<file path="config.mk">
export PLATFORM = sky130hd
export DESIGN_NAME = pointwise_output_collector
export DESIGN_NICKNAME = d
export VERILOG_FILES = /design/src/rtl/pointwise_io_pkg.sv /design/src/rtl/pointwise_sync_fifo.sv /design/src/rtl/pointwise_output_collector.sv
export SDC_FILE = /design/constraint.sdc
export NUM_CORES = 1
export LEC_CHECK = 0
export ABC_AREA = 1
export CELL_PAD_IN_SITES_DETAIL_PLACEMENT = 2
export CELL_PAD_IN_SITES_GLOBAL_PLACEMENT = 2
export CORE_ASPECT_RATIO = 1.2
export CORE_MARGIN = 1.5
export CORE_UTILIZATION = 40
export CTS_BUF_LIST = sky130_fd_sc_hd__clkbuf_4
export DETAILED_ROUTE_END_ITERATION = 6
export GPL_TIMING_DRIVEN = 0
export PLACE_DENSITY_LB_ADDON = 0.1
export RECOVER_POWER = 50
export SLEW_MARGIN = 10
export SYNTH_ARGS = -nofsm -noshare
export SYNTH_HDL_FRONTEND = slang
export SYNTH_SLANG_ARGS = --single-unit
</file>
<file path="constraint.sdc">
create_clock -name clk -period 3.3 [get_ports clk]
set_input_delay 0.66 -clock clk [delete_from_list [all_inputs] [get_ports clk]]
set_output_delay 0.66 -clock clk [all_outputs]
set_load 0.02 [all_outputs]
</file>
<file path="src/rtl/pointwise_io_pkg.sv">
// pointwise_io_pkg: shared types for the pointwise accelerator output path.
// Revision: 1.0
`default_nettype none

package pointwise_io_pkg;

   localparam int DATA_W = 16;

   typedef enum logic [1:0] {
      IDLE    = 2'd0,
      COLLECT = 2'd1,
      DRAIN   = 2'd2,
      DONE    = 2'd3
   } collector_state_e;

   typedef struct packed {
      logic              last;
      logic [DATA_W-1:0] data;
   } out_word_t;

   function automatic logic [31:0] rotl1(input logic [31:0] v);
      return {v[30:0], v[31]};
   endfunction

endpackage

`default_nettype wire

</file>
<file path="src/rtl/pointwise_sync_fifo.sv">
// pointwise_sync_fifo: small synchronous FIFO of out_word_t with synchronous clear.
// Revision: 1.0
`default_nettype none

module pointwise_sync_fifo
   import pointwise_io_pkg::*;
#(
   parameter int DEPTH = 8,
   parameter int CNT_W = $clog2(DEPTH + 1)
) (
   input  logic             clk,
   input  logic             rst_n,
   input  logic             clear,
   input  logic             push,
   input  out_word_t        wr_word,
   input  logic             pop,
   output out_word_t        rd_word,
   output logic             full,
   output logic             empty,
   output logic [CNT_W-1:0] count
);

   localparam int AW = $clog2(DEPTH);

   out_word_t         mem [DEPTH];
   logic [AW-1:0]     wr_ptr;
   logic [AW-1:0]     rd_ptr;
   logic              do_push;
   logic              do_pop;

   assign full    = (count == CNT_W'(DEPTH));
   assign empty   = (count == '0);
   assign do_pop  = pop && !empty;
   // A full FIFO may still accept a word when the same cycle frees a slot.
   assign do_push = push && (!full || do_pop);
   assign rd_word = mem[rd_ptr];

   always_ff @(posedge clk) begin
      if (do_push && !clear) begin
         mem[wr_ptr] <= wr_word;
      end
   end

   always_ff @(posedge clk or negedge rst_n) begin
      if (!rst_n) begin
         wr_ptr <= '0;
         rd_ptr <= '0;
         count  <= '0;
      end else if (clear) begin
         wr_ptr <= '0;
         rd_ptr <= '0;
         count  <= '0;
      end else begin
         if (do_push) begin
            wr_ptr <= wr_ptr + AW'(1);
         end
         if (do_pop) begin
            rd_ptr <= rd_ptr + AW'(1);
         end
         count <= count + CNT_W'(do_push) - CNT_W'(do_pop);
      end
   end

endmodule

`default_nettype wire

</file>
<file path="src/rtl/pointwise_output_collector.sv">
// pointwise_output_collector: buffers the pointwise write stream onto a ready/valid frame stream.
// Optional COLLECTOR_CHECKSUM_EN adds a rotate-xor checksum output. Revision: 1.0
`default_nettype none

module pointwise_output_collector #(
   parameter  int DATA_W       = 16,
   parameter  int FRAME_PIXELS = 4096,
   parameter  int FIFO_DEPTH   = 8,
   localparam int CNT_W        = $clog2(FRAME_PIXELS + 1)
) (
   input  logic              clk,
   input  logic              rst_n,
   input  logic              flush,
   input  logic              hw_output_stencil_op_hcompute_hw_output_stencil_write_valid,
   input  logic [DATA_W-1:0] hw_output_stencil_op_hcompute_hw_output_stencil_write [0:0],
   output logic              m_valid,
   input  logic              m_ready,
   output logic [DATA_W-1:0] m_data,
   output logic              m_last,
   output logic              frame_done,
   output logic [CNT_W-1:0]  pixel_count,
   output logic              overflow,
`ifdef COLLECTOR_CHECKSUM_EN
   output logic [31:0]       checksum,
`endif
   output logic              excess
);

   import pointwise_io_pkg::*;

   localparam int FCW = $clog2(FIFO_DEPTH + 1);

   collector_state_e state;
   out_word_t        wr_word;
   out_word_t        rd_word;
   logic             fifo_full;
   logic             fifo_empty;
   logic [FCW-1:0]   fifo_count;
   logic             beat;
   logic             in_frame;
   logic             pop;
   logic             push;
   logic             drop;
   logic             frame_end;
   logic             drained;

   assign beat      = hw_output_stencil_op_hcompute_hw_output_stencil_write_valid;
   assign in_frame  = (state == IDLE) || (state == COLLECT);
   assign pop       = !fifo_empty && m_ready && !flush;
   assign push      = beat && in_frame && (!fifo_full || pop) && !flush;
   assign drop      = beat && in_frame && fifo_full && !pop;
   assign frame_end = beat && in_frame && (pixel_count == CNT_W'(FRAME_PIXELS - 1));
   // No pushes happen in DRAIN, so only the pending pop can empty the FIFO.
   assign drained   = (fifo_count == '0) || ((fifo_count == FCW'(1)) && pop);

   assign wr_word.last = frame_end;
   assign wr_word.data = hw_output_stencil_op_hcompute_hw_output_stencil_write[0];

   assign m_valid = !fifo_empty;
   assign m_data  = fifo_empty ? '0 : rd_word.data;
   assign m_last  = !fifo_empty && rd_word.last;

   pointwise_sync_fifo #(
      .DEPTH (FIFO_DEPTH),
      .CNT_W (FCW)
   ) u_fifo (
      .clk     (clk),
      .rst_n   (rst_n),
      .clear   (flush),
      .push    (push),
      .wr_word (wr_word),
      .pop     (pop),
      .rd_word (rd_word),
      .full    (fifo_full),
      .empty   (fifo_empty),
      .count   (fifo_count)
   );

   always_ff @(posedge clk or negedge rst_n) begin
      if (!rst_n) begin
         state       <= IDLE;
         pixel_count <= '0;
         overflow    <= 1'b0;
         excess      <= 1'b0;
         frame_done  <= 1'b0;
      end else if (flush) begin
         state       <= IDLE;
         pixel_count <= '0;
         overflow    <= 1'b0;
         excess      <= 1'b0;
         frame_done  <= 1'b0;
      end else begin
         if (beat && in_frame && (pixel_count < CNT_W'(FRAME_PIXELS))) begin
            pixel_count <= pixel_count + CNT_W'(1);
         end
         if (drop) begin
            overflow <= 1'b1;
         end
         if (beat && !in_frame) begin
            excess <= 1'b1;
         end
         unique case (state)
            IDLE: begin
               if (beat) begin
                  state <= frame_end ? DRAIN : COLLECT;
               end
            end
            COLLECT: begin
               if (frame_end) begin
                  state <= DRAIN;
               end
            end
            DRAIN: begin
               if (drained) begin
                  state      <= DONE;
                  frame_done <= 1'b1;
               end
            end
            DONE: begin
               frame_done <= 1'b1;
            end
            default: begin
               state <= IDLE;
            end
         endcase
      end
   end

`ifdef COLLECTOR_CHECKSUM_EN
   always_ff @(posedge clk or negedge rst_n) begin
      if (!rst_n) begin
         checksum <= '0;
      end else if (flush) begin
         checksum <= '0;
      end else if (push) begin
         checksum <= rotl1(checksum) ^ 32'(wr_word.data);
      end
   end
`endif

endmodule

`default_nettype wire

</file>
==> qor.yml, run 1 <==
dp_worst_setup_slack_ps: 41.7
cp.required_ps: 2640
first_pass_iters: 4
io_buffer_count: 54
cts_buffers: 17
dr_total_vias: 5266
finalSetupViolations: 0
synth_edf_count: 136
synthMuxAreaShare: 0
hold_violations: 0
antenna_found_initial: 1
htree_levels: 4
finalWirelength_um: 22900
yosys.area_share.xor_xnor: 0.00250
grt_pass1_vias: 6039
fin_crit_sh: 0.985
cts_buffer_depth: 2
io_pins: 55
hpwl_um: 15500
tightest_slew_ps: 1700
cap_violations: 1
fmax_ghz: 0.307
syn_avg_cell_area_um2: 11.2
endpoint: "m_last"
die_area_um2: 18300
start_kind: "flop"
slew_headroom: -0.136
power_w: 0.00622
layout-drive-gt1-share: 0.128
grt-ovfl-total: 0
nNetsFinal: 739
yosys.area_share.adder: 0.0261
nFillCells: 1738
ys_ff_latch: 164
ant_nets: 0
wl_per_cell_um: 24.6
fin_crit_ps: 3250
fin_ws_ps: 48.0
rr_endpoint: "u_fifo.mem[1][8]"
routabilityCongestion: 0.790
ys_seq_area_frac: 0.683
hp-class: "in2async"
r2r_slack_ps: 520
postSynth.asyncResetShare: 0.171
cts_tree: "built"
final_common_cell: "nor2_1"
arrival_ps: 2590
crit_path_end_kind: "primary output"
synth_nets: 658
synthDistinctLibCells: 32
fp.dieH_um: 148
netlist_area_um2: 7010
r2r-start: "state[0]"
synthCells: 623
grt_first_pass_wirelength_um: 34900
outcome: "finished, violations left"
coreArea_um2: 17000
grt_use_total: 0.267
rr_worst_depth: 11
synth-simple-area-share: 0.131
grt_max_degree: 29
via_per_inst: 5.64
clk_pin_slew_ps: 140
syn2layout_area_growth_pct: 17.5
clk-insertion-delay-late_ps: 600
synth_ff_type: "edfxtp_1"
layout_common_cells: "137 x nor2_1, 136 x edfxtp_1, 109 x o21ai_0"
die_width_um: 124
finalClockSkew_ps: 18.1
rsz0062_at_grt: "true"
drv_slew: 29
ctsRootBufferMaster: "clkbuf_4"
path_max_fanout: 10
leakage_nw: 3.06
dr.first_iter.drc_count: 321
start_util: 0.413
synth_compound_area_frac: 0.116
synth_top_family_by_area: "simple AND/OR/NAND/NOR gates"
clkSinkCount: 164
std_cell_rows: 52
ir_drop_v: 0.000271
path_class: "reg2out"
power_density_nw_per_um2: 756
crit_path_start: "u_fifo.rd_ptr[0]"
drc: 0
yosysWarnings: 0
violations: "capacitance limit, slew limit"
## routing by layer
layer	global-route usage	routed length [µm]	up-vias
li1	-	-	2339
met1	0.292	8550	2732
met2	0.492	12700	134
met3	0.0424	805	61
met4	0.130	891	0
met5	0	0	-
## registers in the layout, indices dropped and copies added (netlist names)
| signal | flops |
|---|---|
| pixel_count | 13 |
| u_fifo.count | 4 |
| u_fifo.wr_ptr | 3 |
| u_fifo.rd_ptr | 3 |
| state | 2 |
| overflow | 1 |
| excess | 1 |
| u_fifo.mem | 136 |
| frame_done | 1 |
## area by class of cell
| cell class | instances | area [µm²] | area share |
|---|---|---|---|
| clock buffers | 17 | 128 | 0.0155 |
| plain buffers | 30 | 178 | 0.0216 |
| well taps | 216 | 270 | 0.0328 |
| clock inverters | 15 | 211 | 0.0257 |
| flip-flops and latches | 164 | 4780 | 0.581 |
| multi-input cells | 390 | 1910 | 0.232 |
| inverters | 39 | 146 | 0.0178 |
| repair buffers | 62 | 602 | 0.0731 |
| diodes | 1 | 2.50 | 0.000304 |
## critical path: stages (launching register included)
cell,delay (ps)
dfrtp_1,400
buf_2,190
buf_4,230
nor2_1,70
nor2_1,170
o21ai_0,200
o21ai_1,140
o21ai_0,100
a31oi_1,270
buf_2,230
## synth_stat cells, drive strengths merged, types with 2 or more instances
cell type	number	share of area
nor3	5	0.0052
inv	38	0.020
nand3	16	0.013
a21oi	14	0.010
dfrtp	28	0.10
edfxtp	136	0.58
nor2	146	0.082
nand2	49	0.029
nand4	2	0.0018
ha	13	0.023
a31oi	19	0.017
o21ai	120	0.086
buf	19	0.015
clkbuf	11	0.0063
## cells by family after synthesis
kind of cell	after synthesis
AOI/OAI and AO/OA	156
xor gates and xnor gates	2
adders and majority gates	14
buffers and inverters	69
DFF	164
and+or+nand+nor	218
## per-stage QoR
stage	setup TNS (ps)	hold WS [ps]	util	instances	instance area, µm²
final	0	486	0.485	934	8230
after global routing	-22.5	585	0.485	934	8230
after CTS	-27.5	82.0	0.489	933	8300
after detailed placement	0	512	0.468	901	7950
after global placement	-64300	492	0.460	893	7820
after floorplan	0	364	-	623	7010
## timing repair
action	4_1_cts	5_1_grt
endpoints found under the hold margin	0	0
hold buffers	0	0
resized for setup	39	33
setup endpoints to repair	18	15
gates cloned	0	0
buffers inserted	0	0
## where the power goes
part | total [W] | switching, W | internal (W) | leakage, nW
clock | 0.00143 | 0.000762 | 0.000670 | 0.179
combinational | 0.00233 | 0.00159 | 0.000735 | 1.28
sequential | 0.00246 | 0.0000796 | 0.00238 | 1.61
## how the worst min path moves through the flow
stage | start | end | slack (ps) | cells after the start
2_1_floorplan | rst_n | excess | 360 | 0
3_3_place_gp | excess | excess | 490 | 2
3_5_place_dp | excess | excess | 510 | 2
4_1_cts | rst_n | state[1] | 80 | 1
5_1_grt | excess | excess | 580 | 2
6_report | rst_n | state[1] | 490 | 1
Power figures use the tool's default switching activity.
==> run 2, diff against run 1 <==
PLACE_DENSITY_LB_ADDON = 0.25   (was 0.1)
==> run 2 against run 1 <==
- the run still ends with capacitance limit, slew limit left
- final cell count shrank 0.11%
- register-to-register slack gained 20 ps
- fmax is 2.6% higher
- combinational power about the same
- non-clock buffer count did not move
- critical path type unchanged
- largest power group unchanged
- highest routed layer unchanged
==> qor.yml, run 2 (synthesis gave the netlist of run 1 again) <==
wl_per_cell_um: 24.6
slew_headroom: -0.123
antenna_found_initial: 1
ctsRootBufferMaster: "clkbuf_4"
cts_buffers: 17
nFillCells: 1725
dp_cells: 901
final_common_cell: "nor2_1"
clkSinkCount: 164
routabilityCongestion: 0.752
finalNonFillerCells: 933
cp.required_ps: 2640
power_density_nw_per_um2: 745
timing.hold.ws_ps: 507
grt_use_total: 0.268
io_pins: 55
clk_pin_slew_ps: 130
first_pass_iters: 4
drv_slew: 29
fmax_ghz: 0.315
hold_violations: 0
fin_crit_ps: 3170
dr.first_iter.drc_count: 309
path_class: "reg2out"
grt_max_degree: 29
grt_first_pass_wirelength_um: 35200
rsz0062_at_grt: "false"
leakage_nw: 3.04
largest_reg_flops: 136
coreArea_um2: 17000
cts_tree: "built"
die_width_um: 124
finalWirelength_um: 22900
std_cell_rows: 52
nNetsFinal: 739
cts_buffer_depth: 2
die_area_um2: 18300
fp.dieH_um: 148
ant_nets: 0
largest-register: "u_fifo.mem"
io_buffer_count: 54
via_per_inst: 5.51
postCtsSetupRepairBufs: 0
start_kind: "flop"
start_util: 0.413
arrival_ps: 2510
layout_common_cells: "137 x nor2_1, 136 x edfxtp_1, 112 x o21ai_0"
crit_path_end_kind: "primary output"
ir_drop_v: 0.000285
tightest_slew_ps: 1680
clk-insertion-delay-late_ps: 570
violations: "capacitance limit, slew limit"
reg_top3: "u_fifo.mem x136, pixel_count x13, u_fifo.count x4"
syn2layout_area_growth_pct: 16.6
dr_total_vias: 5143
drc: 0
path_max_fanout: 10
layout-drive-gt1-share: 0.124
cap_violations: 1
hpwl_um: 15900
htree_levels: 4
power_w: 0.00609
fin_crit_sh: 0.961
grt-ovfl-total: 0
grt_pass1_vias: 5980
finalClockSkew_ps: 12.7
hp-class: "in2async"
outcome: "finished, violations left"
finalSetupViolations: 0
==> run 2: changes by cell type in the layout (fill, tap and decap cells not counted), moves of 2 or more <==
cell	change
clkbuf_2	+2
o21ai_1	-3
clkinv_1	+2
buf_6	+3
o21ai_0	+3
clkinv_2	-2
clkbuf_4	+3
buf_8	-3
==> run 2: final timing paths <==
check / from / to / slack [ps] / cells past startpoint
setup / recovery: u_fifo.rd_ptr[0] / m_data[15] / 130 / 8
hold / removal: rst_n / state[1] / 510 / 1
setup reg to reg: state[0] / u_fifo.mem[2][9] / 540 / 11
hold reg to reg: frame_done / frame_done / 530 / 2
max in group asynchronous: rst_n / u_fifo.rd_ptr[2] / 1820 / 1
min in group clk: frame_done / frame_done / 530 / 2
==> run 2: area by class of cell <==
class	instances	area, µm²	area share
Antenna cell	1	2.50	0.000306
Buffer	30	178	0.0217
Clock buffer	19	143	0.0175
Clock inverter	12	163	0.0199
Inverter	39	146	0.0179
Multi-Input combinational cell	390	1900	0.233
Sequential cell	164	4780	0.586
Tap cell	216	270	0.0331
Timing Repair Buffer	62	579	0.0709
==> run 2: what timing repair did <==
action / 4_1_cts / 5_1_grt
endpoints found under the setup margin: 18 / 14
hold buffers: 0 / 0
resized for setup: 32 / 37
==> run 2: metal layers <==
| metal | GRT usage | share of wire | up-vias |
|---|---|---|---|
| li1 | - | - | 2337 |
| met1 | 0.301 | 0.38 | 2647 |
| met2 | 0.499 | 0.55 | 121 |
| met3 | 0.0490 | 0.037 | 38 |
| met4 | 0.0989 | 0.029 | 0 |
| met5 | 0 | 0 | - |
==> run 2: where the power goes <==
part | leakage [nW] | internal (W) | total (W) | switching, W
Clock | 0.165 | 0.000603 | 0.00131 | 0.000707
Combinational | 1.27 | 0.000721 | 0.00232 | 0.00160
Sequential | 1.60 | 0.00238 | 0.00246 | 0.0000733
==> run 2: worst max-delay path, cell delays in order (launching register included) <==
cell           delay, ps
dfrtp_1              420
buf_2                170
inv_2                130
buf_2                290
nor2_1               100
o21ai_1              140
o21ai_0              140
a31oi_1              200
dlygate4sd2_1        360
==> run 2: per-stage QoR <==
step / util / TNS (ps) / setup WS (ps) / cell area, µm²
2_1_floorplan: - / 0 / 943 / 7010
3_3_place_gp: 0.460 / -51310 / -453 / 7820
3_5_place_dp: 0.468 / 0 / 83.5 / 7940
4_1_cts: 0.486 / 0 / 2.48 / 8250
5_1_grt: 0.481 / 0 / 4.55 / 8170
6_report: 0.481 / 0 / 130 / 8170
==> run 3, diff against run 2 <==
CORE_MARGIN = 10   (was 1.5)
==> run 3 against run 2 <==
- the run still ends with capacitance limit, slew limit left
- critical endpoint is now m_data[5]
- hold slack worse by 31 ps
- critical path type unchanged
- global-route usage decreased by 7.3 points
- non-clock buffer count did not move
- critical path depth unchanged
- highest routed layer unchanged
==> qor.yml, run 3 (synthesis gave the netlist of run 1 again) <==
path_max_fanout: 10
antenna_found_initial: 2
cts_hold_buf: 0
std_cell_rows: 52
cts_buffers: 17
finalWirelength_um: 22000
slew_headroom: -0.0997
ir_drop_v: 0.000227
fin_crit_sh: 0.943
clkPwrFrac: 0.191
hpwl_um: 15500
die_area_um2: 23200
layout_common_cells: "137 x nor2_1, 136 x edfxtp_1, 109 x o21ai_0"
fmax_ghz: 0.321
syn2layout_area_growth_pct: 16.3
start_util: 0.411
rr_endpoint: "u_fifo.mem[6][9]"
grt_pass1_vias: 5979
clk_pin_slew_ps: 140
cap_violations: 1
arrival_ps: 2450
drc: 0
rsz0062_at_grt: "false"
io_pins: 55
cp.required_ps: 2640
power_density_nw_per_um2: 724
path_class: "reg2out"
seq_area_um2: 4780
grt_first_pass_wirelength_um: 34700
nFillCells: 1762
clk-insertion-delay-late_ps: 580
via_per_inst: 5.55
final_common_cell: "nor2_1"
dr_total_vias: 5188
r2r_slack_ps: 510
ctsRootBufferMaster: "clkbuf_4"
coreArea_um2: 17000
start_kind: "flop"
htree_levels: 4
grt_max_degree: 29
p_int_w: 0.00349
comb_power_share: 0.392
clkSinkCount: 164
rr_worst_depth: 11
violations: "capacitance limit, slew limit"
reg_top3: "u_fifo.mem x136, pixel_count x13, u_fifo.count x4"
ant_nets: 0
r2r-start: "state[0]"
grt_use_total: 0.196
seqPwrFrac: 0.417
finalSetupViolations: 0
finalClockSkew_ps: 24.7
largest-register: "u_fifo.mem"
tightest_slew_ps: 1650
drv_slew: 29
cts_buffer_depth: 2
swShare: 0.408
postPlaceCellArea_um2: 7940
layout-drive-gt1-share: 0.126
fp.dieH_um: 165
outcome: "finished, violations left"
io_buffer_count: 54
routabilityCongestion: 0.815
stdcell_area_um2: 8140
hp-class: "in2async"
crit_path_end_kind: "primary output"
dr.first_iter.drc_count: 314
first_pass_iters: 5
nNetsFinal: 739
crit_path_start: "u_fifo.rd_ptr[0]"
p_sw_w: 0.00241
multi_input_area_um2: 1910
cts_tree: "built"
fin_crit_ps: 3110
leakage_nw: 3.01
hold_violations: 0
largest_reg_flops: 136
endpoint: "m_data[5]"
timing.hold.ws_ps: 476
die_width_um: 141
grt-ovfl-total: 0
wl_per_cell_um: 23.5
-- run 3: layout make-up --
type	count	area share
well taps	216	0.0332
multi-input cells	390	0.234
inverters	39	0.0180
flip-flops and latches	164	0.587
clock inverters	15	0.0163
diodes	2	0.000615
plain buffers	30	0.0217
clock buffers	17	0.0157
repair buffers	62	0.0730
-- run 3: what timing repair did --
| item | in CTS | in global routing |
|---|---|---|
| setup buffers | 0 | 0 |
| setup endpoints to repair | 18 | 15 |
| resized for setup | 33 | 33 |
| cloned | 0 | 0 |
| pin swaps | 0 | 0 |
-- run 3: power groups by stage --
stage	Clock (W)	Sequential (W)	Combinational, W
global placement	0	0.00250	0.00225
floorplan	0	0.00251	0.00132
detailed placement	0	0.00251	0.00244
finish	0.00113	0.00246	0.00231
global route	0.00125	0.00248	0.00257
CTS	0.00116	0.00246	0.00238
-- run 3: routing by layer --
metal	global-route usage	wire length, µm	vias up
li1	-	-	2343
met1	0.220	8930	2713
met2	0.351	11700	95
met3	0.0448	776	37
met4	0.0766	591	0
met5	0	0	-
-- run 3: critical path, stage by stage, from the launching register on --
cell           delay (ps)
dfrtp_1               390
buf_2                 190
buf_4                 220
buf_4                 230
nor2_1                 80
nor2_1                 90
o21ai_0               110
a31oi_1               200
dlygate4sd2_1         360
-- run 3: through the flow --
| step | power, W | worst slack, ps | util | instances | setup TNS, ps |
|---|---|---|---|---|---|
| finish | 0.00590 | 187 | 0.478 | 935 | 0 |
| global route | 0.00629 | 8.52 | 0.478 | 935 | 0 |
| CTS | 0.00600 | -23.0 | 0.482 | 933 | -23.0 |
| detailed placement | 0.00495 | 12.0 | 0.466 | 901 | 0 |
| global placement | 0.00474 | -476 | 0.459 | 893 | -52590 |
| floorplan | 0.00383 | 943 | - | 623 | 0 |
-- run 3: worst min-delay path by stage --
stage	from	to	slack, ps	cells after the start
2_1_floorplan	rst_n	excess	360	0
3_3_place_gp	excess	excess	490	2
3_5_place_dp	excess	excess	490	2
4_1_cts	rst_n	pixel_count[8]	70	1
5_1_grt	rst_n	u_fifo.wr_ptr[0]	550	1
6_report	rst_n	pixel_count[8]	480	1
